--- src/rtl/swcap_bank_ctrl_pkg.sv ---
// Shared types and helpers for the switched-capacitor bank sequencer.
// Holds the FSM state encoding, the code-width helper and the thermometer bit function.
package swcap_ctrl_pkg;

   typedef logic [1:0] state_t;

   localparam state_t ST_IDLE   = 2'd0;
   localparam state_t ST_STEP   = 2'd1;
   localparam state_t ST_SETTLE = 2'd2;
   localparam state_t ST_DONE   = 2'd3;

   function automatic int codeWidth(input int nCaps);
      return $clog2(nCaps + 1);
   endfunction

   // Bit idx of the thermometer image of a binary cap count.
   function automatic logic therm_from_bin(input int code, input int idx);
      return code > idx;
   endfunction

endpackage

--- src/rtl/swcap_bank_ctrl_if.sv ---
// Target handshake and bank status bundle between the frequency loop and the sequencer.
interface swcap_bank_ctrl_if
   import swcap_ctrl_pkg::*;
#(
   parameter int N_CAPS = 32,
   parameter int CW     = codeWidth(N_CAPS)
);

   logic [CW-1:0]     tgt_code;
   logic              tgt_valid;
   logic              tgt_ready;
   logic              hold;
   logic [N_CAPS-1:0] sw;
   logic [CW-1:0]     cur_code;
   logic              busy;
   logic              done;
   logic              sat;

   modport master (
      output tgt_code, tgt_valid, hold,
      input  tgt_ready, sw, cur_code, busy, done, sat
   );

   modport slave (
      input  tgt_code, tgt_valid, hold,
      output tgt_ready, sw, cur_code, busy, done, sat
   );

endinterface

--- src/rtl/swcap_bank_ctrl_therm_enc.sv ---
// Combinational binary-to-thermometer encoder feeding the registered cap gate drive.
module swcap_therm_enc
   import swcap_ctrl_pkg::*;
#(
   parameter int N_CAPS = 32,
   parameter int CW     = codeWidth(N_CAPS)
) (
   input  logic [CW-1:0]     code,
   output logic [N_CAPS-1:0] therm
);

   for (genvar i = 0; i < N_CAPS; i++) begin : gBit
      assign therm[i] = therm_from_bin(int'(code), i);
   end

endmodule

--- src/rtl/swcap_bank_ctrl.sv ---
// Walks the switched-cap bank one cell at a time toward an accepted target code,
// pausing a programmable settling interval after every switch.
module swcap_bank_ctrl
   import swcap_ctrl_pkg::*;
#(
   parameter int N_CAPS     = 32,
   parameter int SETTLE_CYC = 8,
   parameter int CW         = codeWidth(N_CAPS)
) (
   input logic             clk,
   input logic             reset,
   swcap_bank_ctrl_if.slave bus
);

   localparam int                CNT_W    = (SETTLE_CYC > 1) ? $clog2(SETTLE_CYC) : 1;
   localparam logic [CW-1:0]     MAX_CODE = CW'(N_CAPS);
   localparam logic [CNT_W-1:0]  CNT_LOAD = CNT_W'(SETTLE_CYC - 1);

   state_t            state;
   logic [CNT_W-1:0]  settleCnt;
   logic [CW-1:0]     curCode;
   logic [CW-1:0]     tgtReg;
   logic [CW-1:0]     nextCode;
   logic [CW-1:0]     tgtClamp;
   logic [N_CAPS-1:0] swReg;
   logic [N_CAPS-1:0] swNext;
   logic              tgtReadyReg;
   logic              busyReg;
   logic              doneReg;
   logic              satReg;
   logic              overRange;
   logic              accept;
   logic              stepping;

   assign overRange = bus.tgt_code > MAX_CODE;
   assign tgtClamp  = overRange ? MAX_CODE : bus.tgt_code;
   assign accept    = (state == ST_IDLE) && tgtReadyReg && bus.tgt_valid;
   assign stepping  = (state == ST_STEP) && !bus.hold;

   // Direction comes from the target compare, so the walk can never overshoot 0 or N_CAPS.
   always_comb begin
      nextCode = curCode;
      if (stepping) begin
         nextCode = (tgtReg > curCode) ? curCode + CW'(1) : curCode - CW'(1);
      end
   end

   swcap_therm_enc #(
      .N_CAPS (N_CAPS),
      .CW     (CW)
   ) uThermEnc (
      .code  (nextCode),
      .therm (swNext)
   );

   // Sequencer FSM plus registered outputs; ready only re-opens one cycle after the done pulse.
   always_ff @(posedge clk or posedge reset) begin
      if (reset) begin
         state       <= ST_IDLE;
         settleCnt   <= '0;
         curCode     <= '0;
         tgtReg      <= '0;
         swReg       <= '0;
         tgtReadyReg <= 1'b1;
         busyReg     <= 1'b0;
         doneReg     <= 1'b0;
         satReg      <= 1'b0;
      end else begin
         curCode <= nextCode;
         swReg   <= swNext;
         doneReg <= (state == ST_DONE);
         case (state)
            ST_IDLE: begin
               if (accept) begin
                  tgtReg      <= tgtClamp;
                  satReg      <= overRange;
                  tgtReadyReg <= 1'b0;
                  busyReg     <= 1'b1;
                  state       <= (tgtClamp == curCode) ? ST_DONE : ST_STEP;
               end else begin
                  tgtReadyReg <= 1'b1;
                  busyReg     <= 1'b0;
               end
            end
            ST_STEP: begin
               if (!bus.hold) begin
                  settleCnt <= CNT_LOAD;
                  state     <= ST_SETTLE;
               end
            end
            ST_SETTLE: begin
               if (!bus.hold) begin
                  if (settleCnt == '0) begin
                     state <= (curCode == tgtReg) ? ST_DONE : ST_STEP;
                  end else begin
                     settleCnt <= settleCnt - CNT_W'(1);
                  end
               end
            end
            ST_DONE: begin
               state <= ST_IDLE;
            end
         endcase
      end
   end

   assign bus.tgt_ready = tgtReadyReg;
   assign bus.sw        = swReg;
   assign bus.cur_code  = curCode;
   assign bus.busy      = busyReg;
   assign bus.done      = doneReg;
   assign bus.sat       = satReg;

endmodule

--- src/flat_wrapper.sv ---
// flat-port wrapper written by rule: the top's interface ports become plain ports
module swcap_bank_ctrl_flat import swcap_ctrl_pkg::*;
#(
   parameter int N_CAPS     = 32,
   parameter int SETTLE_CYC = 8,
   parameter int CW         = codeWidth(N_CAPS)
)
  (clk, reset, bus_tgt_code, bus_tgt_valid, bus_hold, bus_tgt_ready, bus_sw, bus_cur_code, bus_busy, bus_done, bus_sat);
  swcap_bank_ctrl_if #(.N_CAPS(N_CAPS), .CW(CW)) bus_i ();
  input logic clk;
  input logic reset;
  input wire logic [$bits(bus_i.tgt_code)-1:0] bus_tgt_code;
  input wire logic [$bits(bus_i.tgt_valid)-1:0] bus_tgt_valid;
  input wire logic [$bits(bus_i.hold)-1:0] bus_hold;
  output wire logic [$bits(bus_i.tgt_ready)-1:0] bus_tgt_ready;
  output wire logic [$bits(bus_i.sw)-1:0] bus_sw;
  output wire logic [$bits(bus_i.cur_code)-1:0] bus_cur_code;
  output wire logic [$bits(bus_i.busy)-1:0] bus_busy;
  output wire logic [$bits(bus_i.done)-1:0] bus_done;
  output wire logic [$bits(bus_i.sat)-1:0] bus_sat;
  assign bus_i.tgt_code = bus_tgt_code;
  assign bus_i.tgt_valid = bus_tgt_valid;
  assign bus_i.hold = bus_hold;
  assign bus_tgt_ready = bus_i.tgt_ready;
  assign bus_sw = bus_i.sw;
  assign bus_cur_code = bus_i.cur_code;
  assign bus_busy = bus_i.busy;
  assign bus_done = bus_i.done;
  assign bus_sat = bus_i.sat;
  swcap_bank_ctrl #(.N_CAPS(N_CAPS), .SETTLE_CYC(SETTLE_CYC), .CW(CW)) u_core (.clk(clk), .reset(reset), .bus(bus_i));
endmodule
--- config.mk ---
export PLATFORM = sky130hd
export DESIGN_NAME = swcap_bank_ctrl_flat
export DESIGN_NICKNAME = d
export VERILOG_FILES = /design/src/rtl/swcap_bank_ctrl_pkg.sv /design/src/rtl/swcap_bank_ctrl_if.sv /design/src/rtl/swcap_bank_ctrl_therm_enc.sv /design/src/rtl/swcap_bank_ctrl.sv /design/src/flat_wrapper.sv
export SDC_FILE = /design/constraint.sdc
export NUM_CORES = 1
export LEC_CHECK = 0
export CAP_MARGIN = 40
export CORE_MARGIN = 10
export CORE_UTILIZATION = 55
export DETAILED_ROUTE_END_ITERATION = 12
export PLACE_DENSITY = 0.82
export SLEW_MARGIN = 40
export SYNTH_ARGS = -nofsm -noshare
export SYNTH_HDL_FRONTEND = slang
export SYNTH_SLANG_ARGS = --single-unit
--- constraint.sdc ---
create_clock -name clk -period 10.7 [get_ports clk]
set_input_delay 2.14 -clock clk [delete_from_list [all_inputs] [get_ports clk]]
set_output_delay 2.14 -clock clk [all_outputs]
set_load 0.02 [all_outputs]
; Word level (Yosys, flattened, before mapping)
; Index checks and enable logic that the tools add are counted.
[totals]
register_bits = 53
input_bits = 10
output_inout_bits = 42
wordCells = 82
[op_classes]
n_addsub = 3
magnitude_cmp = 34
eq_ne = 10
mux = 16
n_reduce_logical = 10
[ops]
columns = cell, n
row1 = 6-bit by 5-bit > comparator with 1-bit output (second input constant), 16
row2 = 6-bit by 4-bit > comparator with 1-bit output (second input constant), 8
row3 = 6-bit by 3-bit > comparator with 1-bit output (second input constant), 4
row4 = 6-bit two-way mux, 3
row5 = 6-bit == test, 2
row6 = 6-bit by 1-bit > comparator with 1-bit output (second input constant), 2
row7 = 6-bit by 2-bit > comparator with 1-bit output (second input constant), 2
row8 = 2-bit two-way mux, 6
row9 = 3-bit two-way mux, 3
row10 = 2-bit one-hot mux with 4 select lines, 1
row11 = 4-bit AND reduction, 2
row12 = 6-bit by 1-bit adder with 6-bit output (second input constant), 1
row13 = 6-bit > comparator, 1
row14 = 6-bit > comparator (second input constant), 1
row15 = 2-bit != test (second input constant), 3
row16 = 3-bit one-hot mux with 2 select lines, 1
row17 = 6-bit by 1-bit subtractor with 6-bit output (second input constant), 1
row18 = 2-bit == test (second input constant), 2
row19 = 2-bit by 1-bit != test with 1-bit output (second input constant), 2
row20 = 1-bit logical AND, 3
row21 = 3-bit zero test, 1
row22 = 3-bit by 1-bit subtractor with 3-bit output (second input constant), 1
row23 = 2-bit by 1-bit == test with 1-bit output (second input constant), 1
row24 = 2-bit zero test, 1
row25 = other kinds (4), 5

; Logic depth before layout (Yosys ltp)
; Gate-level depths: netlist (run 1).
[logic_depth]
ltp_word = 6
mapped_depth = 14
ltp_nobuf = 14

; Cells and area by module
; From an unflattened synthesis (run 1), not the netlist that was laid out.
[unflattened]
cells_unflattened = 241
hier_area_um2 = 2483.6
[by_module_without_submodules]
columns = module, instances, cells_per_inst, area_each_um2, seq_area_each_um2
row1 = swcap_bank_ctrl, 1, 180, 2155.8, 1327.5
row2 = swcap_therm_enc, 1, 61, 327.8, 0.0

; Worst setup path after synthesis (run 1)
; No wires, ideal clock.
[synth_path]
path_type = input -> register
startpoint = input port bus_hold
endpoint = register u_core.swReg[2], in the netlist u_core.bus.sw[2]
setup_time_ns = 0.138
arrival_ns = 4.005
required_time_ns = 10.562
path_slack_ns = 6.556
stages = 8
path_buffers = 2
path_cell_list = buf_2 or3b_1 buf_2 o41ai_1 a41oi_1 a31oi_4 inv_2 or4_1
[synth_between]
elab_chain_cells = 4
[synth_rtl]
columns = element, line_no
row1 = "start, declared", flat_wrapper.sv:14  ; input wire logic [$bits(bus_i.hold)-1:0] bus_hold;
row2 = 1-bit zero test, swcap_bank_ctrl.sv:38  ; assign stepping = (state == ST_STEP) && !bus.hold;
row3 = 1-bit logical AND, swcap_bank_ctrl.sv:38
row4 = 6-bit two-way mux, swcap_bank_ctrl.sv:43  ; if (stepping) begin
row5 = via u_core.nextCode[5], swcap_bank_ctrl.sv:23  ; logic [CW-1:0] nextCode;
row6 = 6-bit by 2-bit > comparator with 1-bit output, swcap_bank_ctrl_pkg.sv:18  ; return code > idx;
row7 = via u_core.swNext[2], swcap_bank_ctrl.sv:26  ; logic [N_CAPS-1:0] swNext;
row8 = "end signal, assigned", swcap_bank_ctrl.sv:70  ; swReg <= swNext;
row9 = "end, declared", swcap_bank_ctrl.sv:25  ; logic [N_CAPS-1:0] swReg;
; The timed path passes the listed nets, and every way through them passes these cells.
; A chain may end at the register's enable or synchronous reset.

; Worst setup path in the final report (run 1)
; Ends and elaborated chain as after synthesis.

==> impl_metrics.toml, run 1 <==
[outcome]
status = "finished, final reports clean"

[global_routing]
grt_pass1_wl_mm = 9.114
grt_pass1_vias = 1905
antenna_found_initial = 0
gr-total-overflow = 0
grt_max_degree = 54
grt_use_total = 0.1488

[floorplanning]
fp.coreArea_um2 = 4444
rows = 24
die_y_um = 88.29
num_io_pins = 52
dieArea_um2 = 7795
die_x_um = 88.29
initial_core_util = 0.5771

[timing]
final_hold_viol_count = 0
timing.slew.headroom = 0.5422
fin_crit_sh = 0.4494
setup_tns_ns = 0
fmax_mhz = 207.9
fin_skew_ns = 0.007786
slew_violations = 0
worstMarginPinSlew_ns = 0.6866
finalCriticalPeriod_ns = 4.809
setup-violations-final = 0
rsz0062_at_grt = "no"

[layout]
diodes = 0
num-nets-final = 329
fill_cells = 325
postLayoutCellArea_um2 = 3219
areaGrowthSynthToFinish_pct = 25.51
stdcell_count = 358
layout-drive-gt1-share = 0.06209
finish.utilization = 0.7244

[worst_setup_path]
cp-start-kind = "input pin"
crit_path_cell_trace = "clkdlybuf4s50_1 > or3b_1 > o41ai_1 > a41oi_1 > a31oi_4 > inv_2 > or4_1"
r2r.worst_path.cells = 13
r2r_start = "u_core.bus.cur_code[4]"
slowest_delay_ns = 0.64
timing.rr.end = "u_core.bus.sw[2]"
rrSetupSlack_ns = 6.27
critPathKind = "input pin to flop"
crit_family = "compound AO/OA/AOI/OAI gates"
critical_path_buf_inv_count = 2
crit_cells = 7
arrival_ns = 5.00
worst_setup_path_end_kind = "flop"
cpMaxStageDelayCell = "a31oi_4"
crit_required_ns = 10.89
critPathMaxFanout = 31

[cts]
clkLatencyLatePin_ns = 0.31
cts_setup_buffers = 0
clock_path_buffers = 2
clock-sinks = 53
cts-root-buf = "clkbuf_8"
cts_buffers = 5
cts_resized = 0
holdBufCountCts = 0
htree_levels = 2
cts_tree = "built"
clk_pin_slew_ns = 0.10

[logic_synthesis]
yosys_warnings = 0
ys_seq_area_frac = 0.5176
yosys-top-cells-count = "dfrtp_1 (52), o21ai_0 (31), nand2_1 (23), inv_1 (17), nand3_1 (17)"
synth-async-reset-ratio = 1.000
yosysMostFrequentCell = "dfrtp_1"
syn_inst = 259
ys.flop_type = "dfrtp_1"
synth_top_cell_area_share = 0.5073
synth_fp_nets = 283
synth_cell_types = 45
syn_area_um2 = 2565
synth_area_leaders = "dfrtp_1 (51%), ha_1 (6.3%), o21ai_0 (6.0%)"
yosysTopAreaCell = "dfrtp_1"
synth_edf_count = 0
syn_avg_cell_area_um2 = 9.903
ys_seq_elements = 53

[placement]
dp_cells = 350
port_buffers = 51
finalWeightedCongestion = 0.8120
dpl_cell_area_um2 = 3104
hpwl_mm = 4.154

[worst_hold_path]
hp-class = "flop to flop"
whs_path_depth = 2
holdCritStartpoint = "u_core.bus.sat"
min_to = "u_core.bus.sat"

[route]
postRouteAntennaNets = 0
route.detailed.drc = 0
via_per_inst = 5.601
vias = 2005
drt_pass1_iterations = 4
drtIter0Drc = 163
routedWlPerCell_um = 15.77
drt_wl_total_mm = 5.647

[flow_run]
drv_cap = 0
per-stage QoR:
step | setup WS, ns | hold slack [ns]
after floorplan | 6.556 | 0.4498
after global placement | 5.704 | 0.4644
after detailed placement | 5.578 | 0.4712
after CTS | 5.898 | 0.4934
after global routing | 5.675 | 0.5252
final | 5.891 | 0.4903
worst max path at each step:
| stage | from | endpoint | slack, ns |
|---|---|---|---|
| after floorplan | bus_hold | u_core.bus.sw[2] | 6.56 |
| after global placement | bus_hold | u_core.bus.sw[2] | 5.70 |
| after detailed placement | bus_hold | u_core.bus.sw[2] | 5.58 |
| after CTS | bus_hold | u_core.bus.sw[2] | 5.90 |
| after global routing | bus_hold | u_core.bus.sw[2] | 5.67 |
| final | bus_hold | u_core.bus.sw[2] | 5.89 |
cells by family (layout without fill, tap and decap cells):
kind of cell,Yosys count,in the layout,synth area share
buf+inv,32,79,0.04780
flops,53,53,0.5176
simple gates,85,85,0.1707
xor+xnor,6,6,0.02049
fa+ha+maj,14,14,0.07122
mux,4,4,0.01659
compound gates,65,65,0.1556
layer usage:
layer,up-vias,track usage,share of wire
met1,945,0.1805,0.43
li1,995,-,-
met4,0,0.06902,0.020
met3,12,0.04779,0.072
met5,-,0,0
met2,53,0.2364,0.48
worst min-delay path: cells and delay by family (launching register included):
kind             cells  cell delay, ns
AO/OA/AOI/OAI        1            0.06
AND/OR/NAND/NOR      1            0.04
flip-flops           1            0.35
layout make-up:
cell class	instances	area [um^2]	area share
Inverter	19	73.82	0.02293
Multi-Input combinational cell	174	1124	0.3490
Sequential cell	53	1328	0.4124
Clock buffer	6	72.57	0.02254
Clock inverter	2	38.79	0.01205
Timing Repair Buffer	52	518.0	0.1609
Tap cell	52	65.06	0.02021
sequential cells by signal, summed over array words and instances, names as in the netlist, 2 cells and up:
register,cells
u_core.bus.cur_code,6
u_core.settleCnt,3
u_core.bus.sw,32
u_core.tgtReg,6
u_core.state,2
cell usage in the layout, fill, tap and decap left out, drive strengths merged, types with 2 or more instances in the layout:
master	count
nand2	23
xor2	2
nor2b	4
mux2	2
or4	4
o211ai	4
or3	2
xnor2	4
o21a	3
nor4b	2
a21oi	12
dfrtp	52
o32ai	2
nor2	15
clkbuf	6
inv	18
nand3	17
nor3	2
nand4	4
o21ai	31
nand2b	5
and2	2
a31oi	4
mux2i	2
clkinv	2
ha	13
and3	2
clkdlybuf4s50	51
Power of run 1 is not shown: default switching activity piles up to over one toggle a cycle in this logic, so the estimate is an artifact.
==> inputs of run 2 (changes only) <==
- CORE_UTILIZATION: 55 -> 51
- PLACE_DENSITY: 0.82 -> 0.76
- clock period: 10.7 -> 5 ns (I/O delays scaled with it)
==> impl_metrics.toml, run 2 (same netlist as run 1, synthesis figures left out) <==
[global_routing]
grt_pass1_wl_mm = 9.756
antenna_found_initial = 0
grt_max_degree = 54
gr-total-overflow = 0
grt_use_total = 0.1383
grt_pass1_vias = 2028

[placement]
hpwl_mm = 4.169
port_buffers = 51
finalWeightedCongestion = 0.8389

[flow_run]
drv_cap = 0

[timing]
setup-violations-final = 0
rsz0062_at_grt = "no"
fin_crit_sh = 0.7539
worstMarginPinSlew_ns = 0.6138
fmax_mhz = 265.3
final_hold_viol_count = 0
timing.slew.headroom = 0.5827
finalCriticalPeriod_ns = 3.769
setup_tns_ns = 0
fin_skew_ns = 0.005020
slew_violations = 0

[layout]
layout_commonest_cell = "dfrtp_1"
layout-drive-gt1-share = 0.06796
diodes = 0
final_cell_mix = "dfrtp_1 (52), clkdlybuf4s50_1 (51), o21ai_0 (31)"
largest_register_ffs = 32
num-nets-final = 332
areaGrowthSynthToFinish_pct = 26.93

[worst_hold_path]
holdCritStartpoint = "u_core.bus.sat"
hp-class = "flop to flop"
whs_path_depth = 2
min_to = "u_core.bus.sat"

[cts]
cts_tree = "built"
holdBufCountCts = 0
htree_levels = 2
cts_setup_buffers = 0
clk_pin_slew_ns = 0.09
clock_path_buffers = 2
clkLatencyLatePin_ns = 0.30
cts_buffers = 5
cts-root-buf = "clkbuf_8"
cts_resized = 0
clock-sinks = 53

[floorplanning]
dieArea_um2 = 8266
die_y_um = 90.92
initial_core_util = 0.5359
fp.coreArea_um2 = 4786
die_x_um = 90.92
num_io_pins = 52
rows = 25

[route]
routedWlPerCell_um = 15.01
route.detailed.drc = 0
drt_pass1_iterations = 4
postRouteAntennaNets = 0
via_per_inst = 5.396
vias = 2029
drtIter0Drc = 149
drt_wl_total_mm = 5.645

[worst_setup_path]
critPathKind = "flop to flop"
arrival_ns = 3.95
worst_setup_path_end_kind = "flop"
crit_required_ns = 5.18
r2r_start = "u_core.bus.cur_code[1]"
r2r.worst_path.cells = 15
cp-start-kind = "flop"
critPathMaxFanout = 21
timing.rr.end = "u_core.bus.sw[2]"
rrSetupSlack_ns = 1.23

[outcome]
status = "finished, final reports clean"
run 2: cell types whose count changed in the layout (fill, tap and decap cells not counted), sizes merged:
cell,previous run,this run
buf,1,4
run 2: worst max-delay path by stage:
stage | slack (ns) | start | cells past startpoint | end
after floorplan | 1.15 | u_core.bus.cur_code[4] | 12 | u_core.bus.sw[2]
after global placement | 1.34 | u_core.bus.cur_code[1] | 15 | u_core.bus.sw[2]
after detailed placement | 1.28 | u_core.bus.cur_code[1] | 15 | u_core.bus.sw[2]
after CTS | 1.25 | u_core.bus.cur_code[1] | 15 | u_core.bus.sw[2]
after global routing | 1.01 | u_core.bus.cur_code[4] | 15 | u_core.bus.sw[2]
final | 1.23 | u_core.bus.cur_code[1] | 15 | u_core.bus.sw[2]
run 2: per-layer routing:
metal,track usage,wire (um),vias to the layer above
met1,0.1748,2590,967
li1,-,-,1001
met3,0.04655,396,5
met5,0,0,-
met2,0.2254,2619,56
met4,0.02872,39,0
run 2: area by class of cell:
type	count	area, um^2
fill	388	1530
clock inverter	2	38.79
multi-input combinational	174	1119
timing repair buffer	55	540.5
inverter	19	73.82
clock buffer	6	72.57
sequential	53	1328
tap	67	83.83
run 2: worst max-delay path: stages (launching register included):
cell	delay, ns
dfrtp_1	0.48
inv_1	0.15
ha_1	0.33
nor2b_1	0.13
o21a_1	0.17
o31ai_1	0.19
buf_4	0.20
inv_1	0.06
fa_1	0.39
nor2b_1	0.12
o21ai_0	0.10
nand4_1	0.12
and3_1	0.16
buf_4	0.22
clkinv_1	0.27
or4_1	0.55
run 2: stage by stage:
step	hold slack (ns)	setup WS [ns]	instance area, um^2	cells	util
2_1_floorplan	0.4498	1.154	2565	259	-
5_1_grt	0.5272	1.008	3256	376	0.6803
4_1_cts	0.4933	1.247	3252	376	0.6795
3_5_place_dp	0.4715	1.279	3141	368	0.6562
6_report	0.4884	1.231	3256	376	0.6803
3_3_place_gp	0.4666	1.337	3138	368	0.6557
Power of run 2 is left out for the same reason.
==> inputs of run 3 (changes only) <==
- CORE_UTILIZATION: 51 -> 46
- PLACE_DENSITY: 0.76 -> 0.73
- clock period: 5 -> 3.1 ns (I/O delays scaled with it)
==> impl_metrics.toml, run 3 (same netlist as run 1, synthesis figures left out) <==
[outcome]
status = "finished with violations"
violations = "setup timing"

[timing]
fmax_mhz = 320.1
setup-violations-final = 1
timing.slew.headroom = 0.6283
worstMarginPinSlew_ns = 0.5560
slew_violations = 0
finalCriticalPeriod_ns = 3.124
setup_ws_ns = -0.02389
rsz0062_at_grt = "yes"
fin_skew_ns = 0.008290
whs_ns = 0.4856
fin_crit_sh = 1.008
final_hold_viol_count = 0

[placement]
dpl_cell_area_um2 = 3386
port_buffers = 51
finalWeightedCongestion = 0.8839
hpwl_mm = 4.620
dp_slack_ns = -0.1891

[route]
route.detailed.drc = 0
drt_pass1_iterations = 4
routedWlPerCell_um = 15.24
drtIter0Drc = 80
postRouteAntennaNets = 0
vias = 2125
drt_wl_total_mm = 6.235
via_per_inst = 5.196

[worst_setup_path]
cp-start-kind = "flop"
critPathKind = "flop to flop"
crit_required_ns = 3.28
critPathMaxFanout = 6
arrival_ns = 3.31
worst_setup_path_end_kind = "flop"

[layout]
largest_register_ffs = 32
final_cell_mix = "clkdlybuf4s50_1 (51), dfrtp_1 (47), buf_4 (29)"
layout_commonest_cell = "clkdlybuf4s50_1"
fill_cells = 437
areaGrowthSynthToFinish_pct = 40.10
multi_input_area_um2 = 1244
layout-drive-gt1-share = 0.2285
diodes = 0
postLayoutCellArea_um2 = 3593
finish.utilization = 0.6566
num-nets-final = 360
seq_area_um2 = 1334

[cts]
holdBufCountCts = 0
htree_levels = 2
cts-root-buf = "clkbuf_8"
clkLatencyLatePin_ns = 0.31
clock-sinks = 53
cts_buffers = 5
clock_path_buffers = 2
clk_pin_slew_ns = 0.10
cts_tree = "built"

[floorplanning]
dieArea_um2 = 8962
rows = 27
die_y_um = 94.67
fp.coreArea_um2 = 5473
initial_core_util = 0.4687
num_io_pins = 52
die_x_um = 94.67

[global_routing]
gr-total-overflow = 0
grt_pass1_wl_mm = 10.07
grt_use_total = 0.1411
grt_max_degree = 31
antenna_found_initial = 0
grt_pass1_vias = 2097

[flow_run]
drv_cap = 0

[worst_hold_path]
hp-class = "flop to flop"
run 3: cell types whose count changed in the layout (fill, tap and decap cells not counted), sizes merged:
cell / previous run / this run
buf: 4 / 32
bufinv: 1 / 0
clkbuf: 6 / 5
clkinv: 2 / 4
run 3: final cells by class:
type | count | area share
inverters | 19 | 0.02019
repair buffers | 83 | 0.2120
clock buffers | 5 | 0.01915
well taps | 72 | 0.02507
flip-flops and latches | 53 | 0.3712
multi-input cells | 174 | 0.3461
clock inverters | 3 | 0.006267
run 3: final timing paths:
path,startpoint,to,slack [ns],cells after the start
setup reg to reg,u_core.bus.cur_code[5],u_core.bus.sw[2],-0.02,13
min in group asynchronous,reset,u_core.bus.sw[4],0.58,2
max in group asynchronous,reset,u_core.bus.tgt_ready,1.91,3
hold reg to reg,u_core.tgtReg[0],u_core.tgtReg[0],0.49,2
hold / removal,u_core.tgtReg[0],u_core.tgtReg[0],0.49,2
setup / recovery,u_core.bus.cur_code[5],u_core.bus.sw[2],-0.02,13
run 3: per-layer routing:
metal | share of wire | GRT usage | vias to the layer above | routed length, um
met5 | 0 | 0 | - | 0
met4 | 0.029 | 0.05237 | 0 | 183
met3 | 0.064 | 0.03886 | 15 | 398
met2 | 0.49 | 0.2408 | 57 | 3050
met1 | 0.42 | 0.1658 | 998 | 2603
li1 | - | - | 1055 | -
run 3: critical path: stages, from the launching register on:
cell and delay, ns:
dfrtp_2 0.42, inv_2 0.08, ha_4 0.20, and4_1 0.20, o21a_1 0.14, o31ai_4 0.25
buf_6 0.15, ha_4 0.20, a211oi_2 0.19, a21oi_2 0.12, or4_4 0.44, a31oi_4 0.17
inv_2 0.05, or4_1 0.39
run 3: per-stage QoR:
step,TNS (ns),cells
final,-0.02389,409
after global routing,-2.129,409
after CTS,-0.01405,410
after detailed placement,-4.651,398
after global placement,-1.734,398
after floorplan,-4.291,259
run 3: timing repair:
action / in CTS / in global routing
pin swaps: 5 / 0
setup endpoints to repair: 32 / 33
endpoints found under the hold margin: 0 / 0
gates cloned: 0 / 0
setup buffers: 4 / 1
gates resized for setup: 12 / 16
Power of run 3 is left out for the same reason.
